<file path="src/rtl/csr_timer_pkg.sv">
// Shared register map and bit positions for the CSR timer.
package csr_timer_pkg;
  localparam logic [2:0] REG_CONTROL  = 3'd0;
  localparam logic [2:0] REG_PRESCALE = 3'd1;
  localparam logic [2:0] REG_RELOAD   = 3'd2;
  localparam logic [2:0] REG_COUNTER  = 3'd3;
  localparam logic [2:0] REG_STATUS   = 3'd4;

  localparam int EN         = 0;
  localparam int AUTORELOAD = 1;
  localparam int IRQ_EN     = 2;

  localparam int EXPIRED = 0;
endpackage

</file>
<file path="src/rtl/csr_if.sv">
// CSR bus as seen between the Wishbone-to-CSR bridge and a peripheral.
interface csr_if;
  logic [13:0] csr_a;
  logic        csr_we;
  logic [31:0] csr_di;
  logic [31:0] csr_do;

  modport master (output csr_a, csr_we, csr_di, input csr_do);
  modport slave  (input csr_a, csr_we, csr_di, output csr_do);
endinterface

</file>
<file path="src/rtl/csr_timer_prescaler.sv">
// Free-running divider: counts 0..limit while enabled and ticks on the limit cycle.
module csr_timer_prescaler #(
  parameter int WIDTH = 16
) (
  input  logic             sys_clk,
  input  logic             sys_rst_n,
  input  logic             enable,
  input  logic             clear,
  input  logic [WIDTH-1:0] limit,
  output logic             tick
);
  logic [WIDTH-1:0] count;

  assign tick = enable && (count == limit);

  // A limit lowered below the running count lets it wrap naturally before matching.
  always_ff @(posedge sys_clk or negedge sys_rst_n) begin
    if (!sys_rst_n)                   count <= '0;
    else if (!enable || clear || tick) count <= '0;
    else                              count <= count + WIDTH'(1);
  end
endmodule

</file>
<file path="src/rtl/csr_timer.sv">
// 32-bit down-counting CSR timer with prescaler, one-shot/autoreload and level irq.
module csr_timer
  import csr_timer_pkg::*;
#(
  parameter logic [3:0] csr_addr       = 4'h4,
  parameter int         PRESCALE_WIDTH = 16
) (
  input  logic  sys_clk,
  input  logic  sys_rst_n,
  csr_if.slave  bus,
  output logic  irq
);
  logic                      sel, wr, tick, expire;
  logic [2:0]                adr;
  logic [2:0]                control;
  logic [PRESCALE_WIDTH-1:0] prescale;
  logic [31:0]               reload, counter, rdata;
  logic                      expired;

  assign sel    = (bus.csr_a[13:10] == csr_addr);
  assign adr    = bus.csr_a[2:0];
  assign wr     = sel && bus.csr_we;
  assign expire = tick && (counter == '0);
  assign irq    = expired & control[IRQ_EN];

  csr_timer_prescaler #(.WIDTH(PRESCALE_WIDTH)) u_prescaler (
    .sys_clk   (sys_clk),
    .sys_rst_n (sys_rst_n),
    .enable    (control[EN]),
    .clear     (wr && (adr == REG_COUNTER)),
    .limit     (prescale),
    .tick      (tick)
  );

  always_comb begin
    rdata = '0;
    case (adr)
      REG_CONTROL:  rdata[2:0] = control;
      REG_PRESCALE: rdata[PRESCALE_WIDTH-1:0] = prescale;
      REG_RELOAD:   rdata = reload;
      REG_COUNTER:  rdata = counter;
      REG_STATUS:   rdata[EXPIRED] = expired;
      default:      rdata = '0;
    endcase
  end

  // Later assignments win: a CONTROL write overrides the one-shot EN drop,
  // a COUNTER write overrides the tick, and expiry overrides a STATUS clear.
  always_ff @(posedge sys_clk or negedge sys_rst_n) begin
    if (!sys_rst_n) begin
      control    <= '0;
      prescale   <= '0;
      reload     <= '0;
      counter    <= '0;
      expired    <= 1'b0;
      bus.csr_do <= '0;
    end else begin
      if (expire && !control[AUTORELOAD]) control[EN] <= 1'b0;
      if (wr && adr == REG_CONTROL)  control  <= bus.csr_di[2:0];
      if (wr && adr == REG_PRESCALE) prescale <= bus.csr_di[PRESCALE_WIDTH-1:0];
      if (wr && adr == REG_RELOAD)   reload   <= bus.csr_di;

      if (wr && adr == REG_COUNTER) counter <= bus.csr_di;
      else if (tick) begin
        if (counter != '0)           counter <= counter - 32'd1;
        else if (control[AUTORELOAD]) counter <= reload;
      end

      if (expire) expired <= 1'b1;
      else if (wr && adr == REG_STATUS && bus.csr_di[EXPIRED]) expired <= 1'b0;

      bus.csr_do <= sel ? rdata : '0;
    end
  end
endmodule

</file>
<file path="src/flat_wrapper.sv">
// flat-port wrapper written by rule: the top's interface ports become plain ports
module csr_timer_flat import csr_timer_pkg::*;
#(
  parameter logic [3:0] csr_addr       = 4'h4,
  parameter int         PRESCALE_WIDTH = 16
)
  (sys_clk, sys_rst_n, irq, bus_csr_a, bus_csr_we, bus_csr_di, bus_csr_do);
  csr_if bus_i ();
  input  logic sys_clk;
  input  logic sys_rst_n;
  output logic irq;
  input wire logic [$bits(bus_i.csr_a)-1:0] bus_csr_a;
  input wire logic [$bits(bus_i.csr_we)-1:0] bus_csr_we;
  input wire logic [$bits(bus_i.csr_di)-1:0] bus_csr_di;
  output wire logic [$bits(bus_i.csr_do)-1:0] bus_csr_do;
  assign bus_i.csr_a = bus_csr_a;
  assign bus_i.csr_we = bus_csr_we;
  assign bus_i.csr_di = bus_csr_di;
  assign bus_csr_do = bus_i.csr_do;
  csr_timer #(.csr_addr(csr_addr), .PRESCALE_WIDTH(PRESCALE_WIDTH)) u_core (.sys_clk(sys_clk), .sys_rst_n(sys_rst_n), .bus(bus_i), .irq(irq));
endmodule
</file>
<file path="config.mk">
export PLATFORM = sky130hd
export DESIGN_NAME = csr_timer_flat
export DESIGN_NICKNAME = d
export VERILOG_FILES = /design/src/rtl/csr_timer_pkg.sv /design/src/rtl/csr_if.sv /design/src/rtl/csr_timer_prescaler.sv /design/src/rtl/csr_timer.sv /design/src/flat_wrapper.sv
export SDC_FILE = /design/constraint.sdc
export NUM_CORES = 1
export LEC_CHECK = 0
export ABC_AREA = 1
export BUFFER_PORTS_ARGS = -buffer_cell sky130_fd_sc_hd__buf_2
export CAP_MARGIN = 5
export CORE_AREA = 2 2 113 115
export CTS_BUF_LIST = sky130_fd_sc_hd__clkbuf_8
export DETAILED_ROUTE_END_ITERATION = 12
export DIE_AREA = 0 0 115 117
export PLACE_DENSITY = 0.86
export SETUP_SLACK_MARGIN = 0.5
export SLEW_MARGIN = 30
export SYNTH_ARGS = -nofsm -noshare
export SYNTH_HDL_FRONTEND = slang
export SYNTH_SLANG_ARGS = --single-unit
</file>
<file path="constraint.sdc">
create_clock -name sys_clk -period 2.9 [get_ports sys_clk]
set_input_delay 0.58 -clock sys_clk [delete_from_list [all_inputs] [get_ports sys_clk]]
set_output_delay 0.58 -clock sys_clk [all_outputs]
set_load 0.005 [all_outputs]
</file>
==> impl_metrics.ini <==
[run_status]
status = complete, no violations

[floorplanning]
core_area_um2 = 12300
initial_core_util_pct = 63.3
io_pins = 82
dieArea_um2 = 13500
die_x_um = 115
rows = 41
chipHeight_um = 117

[cells_and_area]
drive_gt1_share_pct = 13.0
utilization_pct = 71.3
layout_common_cells = 464 x nand2_1, 132 x dfrtp_1, 131 x inv_1
antennaDiodeCount = 0
final_common_cell = nand2_1
area_delta_synth_final_pct = 12.6
fin_nets = 1257

[route]
drtIter0Drc = 708
routed_via_density = 5.55
remaining_drc_errors = 0
dr.pass1.iters = 6
ant_nets = 0
wl_per_cell_um = 15.2
num_vias = 7598
routed_wl_um = 20800

[cts]
cts.path.max_buffers = 2
clk_pin_slew_ps = 80
root_buffer = clkbuf_8
cts_buffers = 17
cts_htree_levels = 4
clk-insertion-delay-late_ps = 480
cts_tree = built
clock_sinks = 132

[worst_setup_path]
max_stage_delay_ps = 460
path_class = reg -> reg
rr_startpoint = u_core.counter[7]
crit_buf_inv = 1
reg2reg_depth = 10
cp.depth = 10
critical_path.startpoint = u_core.counter[7]
cpLargestDelayFamily = simple AND/OR/NAND/NOR gates
crit_top_cell = nand2_1
cp_slowest_cell = dfrtp_1
cp.required_ps = 3260
rrSetupSlack_ps = 650
startpoint_type = flip-flop
crit_fanout = 32
arrival_ps = 2610
cp_cell_sequence = nor2_1 > nand2_1 > nor2_2 > inv_1 > nor2_1 > nand3_1 > nand3_1 > nand2_2 > nand2_1 > nand2_1
crit_path_end_kind = flip-flop
r2r_end = u_core.counter[24]
endpoint = u_core.counter[24]

[placement]
post-place-ws_ps = 555
dp.final_hpwl_um = 15000
port_buffers = 74
gp_congestion = 0.975

[worst_hold_path]
min_path_type = in -> async

[synth]
yosysWarnings = 0
synth_top_area_share_pct = 42.4
synth_nets = 1188
syn_area_um2 = 7800
yosysUniqueCellTypes = 37
ys_top_cells_by_area = dfrtp_1 42%, nand2_1 22%, inv_1 6.3%
synthCells = 1136
synth_top_area_cell = dfrtp_1
synth-seq-area-share_pct = 42.4
synth_edf_count = 0
async_flop_share_pct = 100
dominantRegCellSynth = dfrtp_1
ys_ff_latch = 132
avgSynthCellArea_um2 = 6.86

[pwr]
vdd_drop_max_mv = 0.372
leakagePower_nw = 4.78
power.density_nw_per_um2 = 817

[sta]
rsz0062_at_grt = false
fin_tns_setup_ps = 0
final_max_slew_viol_count = 0
period_needed_ps = 2250
fmax_ghz = 0.445
period_share_pct = 77.5
hold_viol_final = 0
slew_headroom_pct = 55.1
worst_pin_slew_ps = 671
setup_viol = 0
setup_slack_ps = 653
skew_ps = 10.5

[flow_run]
max_cap_violations = 0

[global_route]
globalRouteTotalUtil_pct = 32.5
grt_overflow = 0
grt_first_pass_wirelength_um = 34000
grt_max_degree = 69
antenna_found_initial = 0
grt_pass1_vias = 6986
## synthesized netlist by cell type, types with 2 or more instances
cell type and number:
nand4_1 14, nor4_1 6, nor2_2 8, xnor2_1 3, buf_4 4, nor3_2 2, nor3_1 12, ha_1 3
nor2_8 2, inv_2 2, a221oi_1 3, o211ai_1 5, o221ai_1 8, nand2_4 3, buf_2 7, a21oi_1 48
o21ai_0 49, buf_1 3, clkbuf_1 16, buf_6 6, nand2_1 465, xor2_1 16, nor2_1 110, nand2_2 14
nand3_1 46, o21ai_1 3, nor2_4 3, nand3_2 4, dfrtp_1 132, nand3b_1 3, inv_1 130
## metrics by stage
stage | hold slack [ps] | std cells | cell area [µm²] | power [mW]
6_report | 91.0 | 1368 | 8780 | 7.17
5_1_grt | 135 | 1368 | 8780 | 7.66
4_1_cts | 114 | 1368 | 8770 | 7.12
3_5_place_dp | 486 | 1336 | 8250 | 5.11
3_3_place_gp | 475 | 1336 | 8250 | 5.05
2_1_floorplan | 284 | 1136 | 7800 | 4.44
## worst min-delay path by stage
stage,from,endpoint,slack [ps],depth (start not counted)
after floorplan,sys_rst_n,u_core.bus.csr_do[0],280,0
after global routing,sys_rst_n,u_core.bus.csr_do[12],130,1
after global placement,u_core.control[1],u_core.control[1],480,2
after CTS,sys_rst_n,u_core.bus.csr_do[8],110,1
final,sys_rst_n,u_core.u_prescaler.count[4],90,1
after detailed placement,u_core.prescale[9],u_core.prescale[9],490,2
## cell families after synthesis
kind of cell	share of synthesized area, %
AOI/OAI and AO/OA	8.31
xor gates and xnor gates	2.13
adders and majority gates	0.481
buffers and inverters	9.27
DFF	42.4
muxes	0.144
and+or+nand+nor	37.3
## what timing repair did
| item | 4_1_cts | 5_1_grt |
|---|---|---|
| setup endpoints to repair | 1 | 1 |
| hold buffers | 0 | 0 |
| buffers inserted | 0 | 0 |
| resized for setup | 1 | 1 |
## layer usage
layer  up-vias  share of wire [%]  track usage, %
met5         -                  0               0
met4         0                2.8            11.6
met3        51                6.7            7.05
met2       304                 46            52.8
met1      3560                 44            43.4
li1       3683                  -               -
## report_power, final
part | internal [mW] | switching [mW]
Sequential | 2.07 | 0.342
Combinational | 0.884 | 1.88
Clock | 1.24 | 0.758
## registers in the layout, summed over array words and instances (netlist names)
signal                    flops
u_core.u_prescaler.count     16
u_core.reload                32
u_core.prescale              16
u_core.counter               32
u_core.control                3
u_core.bus.csr_do            32
u_core.expired                1
## layout make-up
cell class	instances	area (µm²)
clock inverters	13	254
well taps	150	188
flip-flops and latches	132	3300
repair buffers	87	474
multi-input cells	834	3800
fillers	1047	3530
inverters	133	499
clock buffers	19	262
(Power assumes the default switching activity.)
